File: src/rtl/fifo_wr_arbiter.sv
// fifo_wr_arbiter: round-robin arbiter that shares the async FIFO write port
// among NUM_REQ requesters. A grant is held for a whole packet (until
// req_last) or for MAX_BURST beats, whichever comes first. Writes are held
// off while wfull is high.
// Optional feature macro: FIFO_WR_ARB_STALL_CNT_EN. When it is defined, the
// module gains the stall_cnt output, a saturating count of stalled cycles.
module fifo_wr_arbiter #(
  parameter int NUM_REQ    = 4,
  parameter int DATA_WIDTH = 8,
  parameter int MAX_BURST  = 8,
  parameter int CNT_WIDTH  = $clog2(MAX_BURST + 1)
) (
  input  logic                          clk,
  input  logic                          rst,
  input  logic [NUM_REQ-1:0]            req_valid,
  input  logic [NUM_REQ*DATA_WIDTH-1:0] req_data,
  input  logic [NUM_REQ-1:0]            req_last,
  output logic [NUM_REQ-1:0]            req_ready,
  input  logic                          wfull,
  output logic                          winc,
  output logic [DATA_WIDTH-1:0]         wdata,
  output logic [NUM_REQ-1:0]            grant,
  output logic                          busy
`ifdef FIFO_WR_ARB_STALL_CNT_EN
  ,
  output logic [15:0]                   stall_cnt
`endif
);

  localparam int PTR_W = (NUM_REQ > 1) ? $clog2(NUM_REQ) : 1;

  typedef enum logic [0:0] {
    IDLE  = 1'b0,
    GRANT = 1'b1
  } state_t;

  state_t                  state_r, state_n;
  logic [NUM_REQ-1:0]      grant_n;
  logic                    busy_n;
  logic [PTR_W-1:0]        owner_r, owner_n;
  logic [PTR_W-1:0]        rr_ptr_r, rr_ptr_n;
  logic [CNT_WIDTH-1:0]    beat_cnt_r, beat_cnt_n;
  logic [PTR_W-1:0]        win_idx_s;
  logic                    win_found_s;
  logic [PTR_W:0]          cand_s;
  logic                    sel_valid_s;
  logic                    sel_last_s;
  logic [DATA_WIDTH-1:0]   sel_data_s;
  logic                    in_grant_s;
  logic                    accept_s;
  logic                    done_s;

  // Round-robin search: first valid requester at or above rr_ptr, wrapping.
  always_comb begin
    win_found_s = 1'b0;
    win_idx_s   = '0;
    cand_s      = '0;
    for (int k = 0; k < NUM_REQ; k++) begin
      cand_s = {1'b0, rr_ptr_r} + (PTR_W+1)'(k);
      if (cand_s >= (PTR_W+1)'(NUM_REQ)) begin
        cand_s = cand_s - (PTR_W+1)'(NUM_REQ);
      end else begin
        cand_s = cand_s;
      end
      if (!win_found_s && req_valid[cand_s[PTR_W-1:0]]) begin
        win_found_s = 1'b1;
        win_idx_s   = cand_s[PTR_W-1:0];
      end else begin
        win_found_s = win_found_s;
      end
    end
  end

  // Select the current owner's valid/last/data lanes.
  always_comb begin
    sel_valid_s = 1'b0;
    sel_last_s  = 1'b0;
    sel_data_s  = '0;
    for (int i = 0; i < NUM_REQ; i++) begin
      if (owner_r == PTR_W'(i)) begin
        sel_valid_s = req_valid[i];
        sel_last_s  = req_last[i];
        sel_data_s  = req_data[i*DATA_WIDTH +: DATA_WIDTH];
      end else begin
        sel_valid_s = sel_valid_s;
      end
    end
  end

  // Write-port handshake; combinational so a beat can land every cycle.
  always_comb begin
    in_grant_s = (state_r == GRANT);
    accept_s   = in_grant_s & sel_valid_s & ~wfull;
    done_s     = accept_s & (sel_last_s | (beat_cnt_r == CNT_WIDTH'(MAX_BURST - 1)));
    winc       = accept_s;
    if (in_grant_s) begin
      wdata     = sel_data_s;
      req_ready = wfull ? '0 : grant;
    end else begin
      wdata     = '0;
      req_ready = '0;
    end
  end

  // Next-state logic: arbitrate in IDLE, count beats and release in GRANT.
  always_comb begin
    state_n    = state_r;
    grant_n    = grant;
    owner_n    = owner_r;
    rr_ptr_n   = rr_ptr_r;
    beat_cnt_n = beat_cnt_r;
    case (state_r)
      IDLE: begin
        if (win_found_s) begin
          state_n    = GRANT;
          grant_n    = {{(NUM_REQ-1){1'b0}}, 1'b1} << win_idx_s;
          owner_n    = win_idx_s;
          beat_cnt_n = '0;
          rr_ptr_n   = (win_idx_s == PTR_W'(NUM_REQ - 1)) ? '0 : win_idx_s + PTR_W'(1);
        end else begin
          state_n = IDLE;
        end
      end
      GRANT: begin
        if (done_s) begin
          // Last beat or burst cap: release, forcing one idle bubble.
          state_n    = IDLE;
          grant_n    = '0;
          beat_cnt_n = '0;
        end else if (accept_s) begin
          beat_cnt_n = beat_cnt_r + CNT_WIDTH'(1);
        end else begin
          // Stalled or owner idle mid-packet: hold the grant.
          beat_cnt_n = beat_cnt_r;
        end
      end
      default: begin
        state_n    = IDLE;
        grant_n    = '0;
        beat_cnt_n = '0;
      end
    endcase
    busy_n = (state_n == GRANT);
  end

  // State, grant and pointer registers.
  always_ff @(posedge clk or posedge rst) begin
    if (rst) begin
      state_r    <= IDLE;
      grant      <= '0;
      busy       <= 1'b0;
      owner_r    <= '0;
      rr_ptr_r   <= '0;
      beat_cnt_r <= '0;
    end else begin
      state_r    <= state_n;
      grant      <= grant_n;
      busy       <= busy_n;
      owner_r    <= owner_n;
      rr_ptr_r   <= rr_ptr_n;
      beat_cnt_r <= beat_cnt_n;
    end
  end

`ifdef FIFO_WR_ARB_STALL_CNT_EN
  // Saturating count of cycles where the owner had a beat but wfull blocked it.
  always_ff @(posedge clk or posedge rst) begin
    if (rst) begin
      stall_cnt <= 16'h0000;
    end else if (in_grant_s && sel_valid_s && wfull && (stall_cnt != 16'hFFFF)) begin
      stall_cnt <= stall_cnt + 16'h0001;
    end else begin
      stall_cnt <= stall_cnt;
    end
  end
`endif

endmodule

File: config.mk
export PLATFORM = sky130hd
export DESIGN_NAME = fifo_wr_arbiter
export DESIGN_NICKNAME = d
export VERILOG_FILES = /design/src/rtl/fifo_wr_arbiter.sv
export SDC_FILE = /design/constraint.sdc
export NUM_CORES = 1
export LEC_CHECK = 0
export BUFFER_PORTS_ARGS = -buffer_cell sky130_fd_sc_hd__clkbuf_2
export CORE_ASPECT_RATIO = 2
export CORE_MARGIN = 4
export CORE_UTILIZATION = 35
export DETAILED_ROUTE_END_ITERATION = 7
export GPL_TIMING_DRIVEN = 0
export HOLD_SLACK_MARGIN = 0.03
export PLACE_DENSITY = 0.72
export SYNTH_ARGS = -nofsm -noshare
export SYNTH_HDL_FRONTEND = slang
export SYNTH_SLANG_ARGS = --single-unit
File: constraint.sdc
create_clock -name clk -period 2 [get_ports clk]
set_input_delay 0 -clock clk [delete_from_list [all_inputs] [get_ports clk]]
set_output_delay 0 -clock clk [all_outputs]
set_load 0.05 [all_outputs]
# After elaboration in Yosys (flattened, before gate mapping)
# Index checks and enable logic that the tools add are counted.
# W data, S select, Z words.
[op_classes]
addsub = 9
mul = 0
n_div = 0
order_cmp = 8
n_eq_ne = 8
n_shift = 1
muxes = 46
bitwise_logic = 6
reduce_logical = 10
[op_table]
columns = ["cell", "count"]
rows = [
  ["$mux W8", 5],
  ["$mux W4", 7],
  ["$mux W1", 18],
  ["$mux W2", 9],
  ["$pmux W4 S2", 2],
  ["$lt A2 B3 Y1 const B", 4],
  ["$ge A3 B3 Y1 const B", 3],
  ["$bmux W1 S2", 4],
  ["$sub A2 B1 Y2 const B", 4],
  ["$add A2 B2 Y3 const B", 2],
  ["$eq A2 B2 Y1 const B", 3],
  ["$reduce_and A2 Y1", 3],
  ["$add A4 B1 Y4 const B", 1],
  ["$eq A4 B3 Y1 const B", 1],
  ["$shl A1 B2 Y4 const A", 1],
  ["$add A2 B1 Y3 const B", 1],
  ["$and A1 B1 Y1", 3],
  ["$ge A2 B3 Y1 const B", 1],
  ["$logic_and A1 B1 Y1", 3],
  ["$logic_not A1 Y1", 3],
  ["$ne A3 B2 Y1 const B", 1],
  ["$add A2 B1 Y2 const B", 1],
  ["$eq A2 B1 Y1 const B", 1],
  ["$logic_not A2 Y1", 1],
  ["other kinds (5)", 6],
]
[totals]
regBits = 13
latch_bits = 0
mem_bits_rw = 0
mem_bits_ro = 0
input_bits = 43
out_inout_bits = 18
elab_cells = 93
mem_count = 0

# Depth between registers and ports, before layout
[depth]
word_depth = 17
ltp_mapped = 7
depth_no_buf = 7

# Worst setup path before layout
# OpenSTA, ideal clock, no wires.
[synth_path]
kind = "register to register"
from = "reg state_r, in the netlist in_grant_s"
to = "reg beat_cnt_r[1]"
setup_ps = 67
arrival_time_ps = 1689
t_required_ps = 1933
slack_ps = 244
stages_incl_launch_ff = 5
path_buffers = 0
synth_period_minus_slack_ps = 1756
cell_sequence = "dfrtp_1 nor2b_1 nand2_2 inv_2 a32o_1"
[synth_via]
elab_chain_len = 5
word_cells_on_any_way = 9
classes_between = "eq/ne: 2; mux: 2; bitwise: 4; reduce/logical: 1"
[synth_rtl]
columns = ["element", "line", "source"]
rows = [
  ["start: declaration", "37", "state_t state_r, state_n;"],
  ["start signal: assignment", "156", "state_r <= state_n;"],
  ["$and A1 B1 Y1 * (2 in series)", "93", "accept_s = in_grant_s & sel_valid_s & ~wfull;"],
  ["net winc", "20", "output logic winc,"],
  ["$and A1 B1 Y1", "94", "done_s = accept_s & (sel_last_s | (beat_cnt_r == CNT_WIDTH'(MAX_BURST - 1)));"],
  ["$mux W4 / $ne A3 B2 Y1 (equally long branches)", "--", ""],
  ["$pmux W4 S2 / $reduce_and A2 Y1 (equally long branches)", "--", ""],
  ["end signal: assignment", "161", "beat_cnt_r <= beat_cnt_n;"],
  ["end: declaration", "42", "logic [CNT_WIDTH-1:0] beat_cnt_r, beat_cnt_n;"],
]
# The timed path passes the listed nets; every way through them passes the cells marked *.
# A chain may end at the register's enable or synchronous reset.

# Worst setup path after layout
[layout_path]
from = "reg owner_r[0]"
to = "out winc"
[layout_via]
elab_chain_len = 7
word_cells_on_any_way = 10
classes_between = "eq/ne: 3; mux: 4; bitwise: 2; reduce/logical: 1"
[layout_rtl]
columns = ["element", "line", "source"]
rows = [
  ["start: declaration", "40", "logic [PTR_W-1:0] owner_r, owner_n;"],
  ["start signal: assignment", "159", "owner_r <= owner_n;"],
  ["$logic_not A2 Y1", "80", "if (owner_r == PTR_W'(i)) begin"],
  ["$mux W1 (3 in series)", "80", ""],
  ["$mux W1 *", "80", ""],
  ["$and A1 B1 Y1 * (2 in series)", "93", ""],
  ["end: declaration", "20", ""],
]
# Every way passes the cells marked *; elsewhere a longest branch is shown, timed or not.

==> flow_metrics.env <==
export IMPL_worstPathArrival_ps=1810
export IMPL_critical_path_max_stage_delay_ps=570
export IMPL_placed_cell_area_mm2=0.00147
export IMPL_syn_area_mm2=0.00113
export IMPL_leakagePower_nw=0.783
export IMPL_die_h_um=88.3
export IMPL_grt_max_degree=14
export IMPL_finalCriticalPeriod_ps=1810
export IMPL_ant_nets=0
export IMPL_final_setup_tns_ps=0
export IMPL_skew_ps=1.11
export IMPL_drt_vias_per_instance=5.42
export IMPL_total_instance_count_after_detailed_placement=191
export IMPL_drt_total_wl_um=2720
export IMPL_htree_levels=1
export IMPL_slew_viol_final=0
export IMPL_synth_cells_most_frequent="13 x sky130_fd_sc_hd__and2_1, 13 x sky130_fd_sc_hd__dfrtp_1, 9 x sky130_fd_sc_hd__mux4_1"
export IMPL_synthesized_area_per_cell_um2=11.2
export IMPL_final_period_utilization_pct=90.3
export IMPL_detail_route_drc_violations=0
export IMPL_cts_tree="done"
export IMPL_stdcell_count=196
export IMPL_path_class="flip-flop to output pin"
export IMPL_critPathMaxFanout=10
export IMPL_leading_register_cell_type_out_of_synthesis="sky130_fd_sc_hd__dfrtp_1"
export IMPL_net_count_after_synthesis=149
export IMPL_number_of_global_route_vias_before_repair=1168
export IMPL_grt_ovfl_total=0
export IMPL_first_iter_violations=11
export IMPL_initial_utilization_pct=37.4
export IMPL_routed_wl_met3_um=230
export IMPL_yosysWarningCount=0
export IMPL_crit_required_ps=2000
export IMPL_grt_first_pass_wirelength_um=4530
export IMPL_run_status="complete, no violations"
export IMPL_place_port_buffers=60
export IMPL_worstSetupEndpointType="output pin"
export IMPL_syn_inst=101
export IMPL_global_route_usage_total_pct=14.2
export IMPL_via_count=1063
export IMPL_worst_skew_pair_late_latency_ps=240
export IMPL_dr_pass1_iters=4
export IMPL_synth_seq_area_share_pct=28.9
export IMPL_hold_path_class="input pin to flip-flop"
export IMPL_ys_seq_elements=13
export IMPL_syn_to_final_growth_pct=34.9
export IMPL_antenna_found_initial=0
export IMPL_critical_path_cell_chain="buf_6 > mux4_2 > nand2_2 > inv_2 > clkbuf_2"
export IMPL_fmax_mhz=554
export IMPL_power_density_cell_area_mw_per_mm2=1350
export IMPL_grt_setup_unrepaired="false"
export IMPL_final_cell_area_mm2=0.00152
export IMPL_finish_utilization_pct=50.5
export IMPL_core_area_mm2=0.00301
export IMPL_slew_limit_headroom_pct=57.0
export IMPL_clkSinkCount=13
export IMPL_async_flop_share_pct=100
export IMPL_setup_viol_count_final=0
export IMPL_library_cells_used_by_synthesis=36
export IMPL_die_width_um=48.1
export IMPL_synth_enable_flop_cells=0
export IMPL_design_portCount=61
export IMPL_postCtsSetupRepairBufs=0
export IMPL_drv_cap=0
export IMPL_wl_met2_um=1390
export IMPL_critPathLaunchType="flip-flop"
export IMPL_timing_critical_path_slowest_stage_cell="sky130_fd_sc_hd__mux4_2"
export IMPL_timing_worst_slew_pin_value_ps=629
export IMPL_number_of_hold_slack_violations_in_the_final_timing_report=0
export IMPL_synth_area_leaders="sky130_fd_sc_hd__dfrtp_1 29%, sky130_fd_sc_hd__mux4_1 21%, sky130_fd_sc_hd__and2_1 7.2%, sky130_fd_sc_hd__ha_1 5.5%, sky130_fd_sc_hd__nand3b_1 3.3%"
export IMPL_fp_row_count=28
export IMPL_cts_inserted_buffers=3
export IMPL_drt_wirelength_per_cell_um=13.9
export IMPL_clock_tree_root_cell="sky130_fd_sc_hd__clkbuf_8"
export IMPL_insertedDiodeCount=0
export IMPL_peakVddDrop_mv=0.685
export IMPL_drive_above_1_share_pct=45.8
export IMPL_clock_transition_at_path_regs_ps=50
export IMPL_synth_top_cell_by_area="sky130_fd_sc_hd__dfrtp_1"
export IMPL_globalplace_congestion=0.805
export IMPL_highest_signal_layer="met4"
export IMPL_dp_final_hpwl_um=2350
export IMPL_fin_nets=215
export IMPL_max_clock_path_buffers=2
export IMPL_dieArea_mm2=0.00425
export IMPL_drt_met1_wl_um=1070
export IMPL_postCtsResizedCells=0
export IMPL_netlist_area_leader_share_pct=28.9
## worst paths after layout
kind                                                 from                         to  slack (ps)  cells after the start
worst min register to register  beat_cnt_r[0]$_DFFE_PP0P_  beat_cnt_r[0]$_DFFE_PP0P_         530                      1
worst max register to register     owner_r[0]$_DFFE_PP0P_  beat_cnt_r[2]$_DFFE_PP0P_         270                      5
worst min-delay path                         req_valid[3]       in_grant_s$_DFF_PP0_         190                      3
min in group asynchronous                             rst       grant[0]$_DFFE_PP0P_         310                      3
worst max-delay path               owner_r[0]$_DFFE_PP0P_                       winc         190                      5
max in group asynchronous                             rst  beat_cnt_r[1]$_DFFE_PP0P_        1370                      3
## through the flow
step	total power, W	hold slack, ps	worst slack [ps]
finish	0.00204	190	195
global route	0.00219	196	125
CTS	0.00207	185	182
detailed placement	0.00183	34.2	266
global placement	0.00180	23.7	302
floorplan	0.00153	-123	244
## layer usage
layer  GRT usage (%)  vias to the layer above
li1                -                      507
met1            14.7                      487
met2            25.9                       63
met3            3.26                        6
met4            5.15                        0
met5               0                        -
## final cells by class
cell class,count,area [um2]
Fill cell,296,1490
Buffer,4,31.3
Sequential cell,13,325
Multi-Input combinational cell,75,737
Timing Repair Buffer,61,310
Inverter,9,33.8
Tap cell,30,37.5
Clock buffer,4,45.0
## cells in the final DEF (no fill, tap or decap), types with 2 or more instances in the layout
master                     count
sky130_fd_sc_hd__inv_1         8
sky130_fd_sc_hd__dfrtp_1      13
sky130_fd_sc_hd__nand3b_1      5
sky130_fd_sc_hd__nor2_1        2
sky130_fd_sc_hd__buf_6         2
sky130_fd_sc_hd__mux4_1        9
sky130_fd_sc_hd__nor2b_1       2
sky130_fd_sc_hd__clkbuf_2     60
sky130_fd_sc_hd__clkbuf_8      3
sky130_fd_sc_hd__and2_1       13
sky130_fd_sc_hd__nand2_1       5
sky130_fd_sc_hd__a21oi_1       4
sky130_fd_sc_hd__nand2b_1      2
sky130_fd_sc_hd__nand3_1       2
sky130_fd_sc_hd__o21ai_0       5
sky130_fd_sc_hd__ha_1          5
sky130_fd_sc_hd__clkbuf_1      2
sky130_fd_sc_hd__a32o_1        2
sky130_fd_sc_hd__nor3b_1       2
## sequential cells by signal, summed over array words and instances, names as in the netlist
| register | count |
|---|---|
| owner_r | 2 |
| grant | 4 |
| in_grant_s | 1 |
| beat_cnt_r | 4 |
| rr_ptr_r | 2 |
## critical path, delay by kind of cell, from the launching register on
| family | cells | cell delay (ps) |
|---|---|---|
| buffers and inverters | 3 | 460 |
| DFF | 1 | 380 |
| muxes | 1 | 570 |
| and+or+nand+nor | 1 | 140 |
## kinds of logic after synthesis
family	after synthesis	share of synthesized area, %
flip-flops	13	28.9
XOR/XNOR	1	0.777
AO/OA/AOI/OAI	20	12.4
multiplexers	12	25.2
buffers and inverters	13	5.77
adder cells (fa/ha/maj)	5	5.55
AND/OR/NAND/NOR	37	21.4
## power breakdown
group	leakage [nW]	total (W)	switching, W	internal [W]
clock network	0.0228	0.000234	0.0000932	0.000141
registers	0.167	0.000418	0.0000799	0.000338
logic	0.593	0.00139	0.000883	0.000510
## repair_timing
action,in CTS,in global routing
hold endpoints to repair,13,0
hold buffers,1,0
endpoints found under the setup margin,0,0
(Power assumes the default switching activity.)
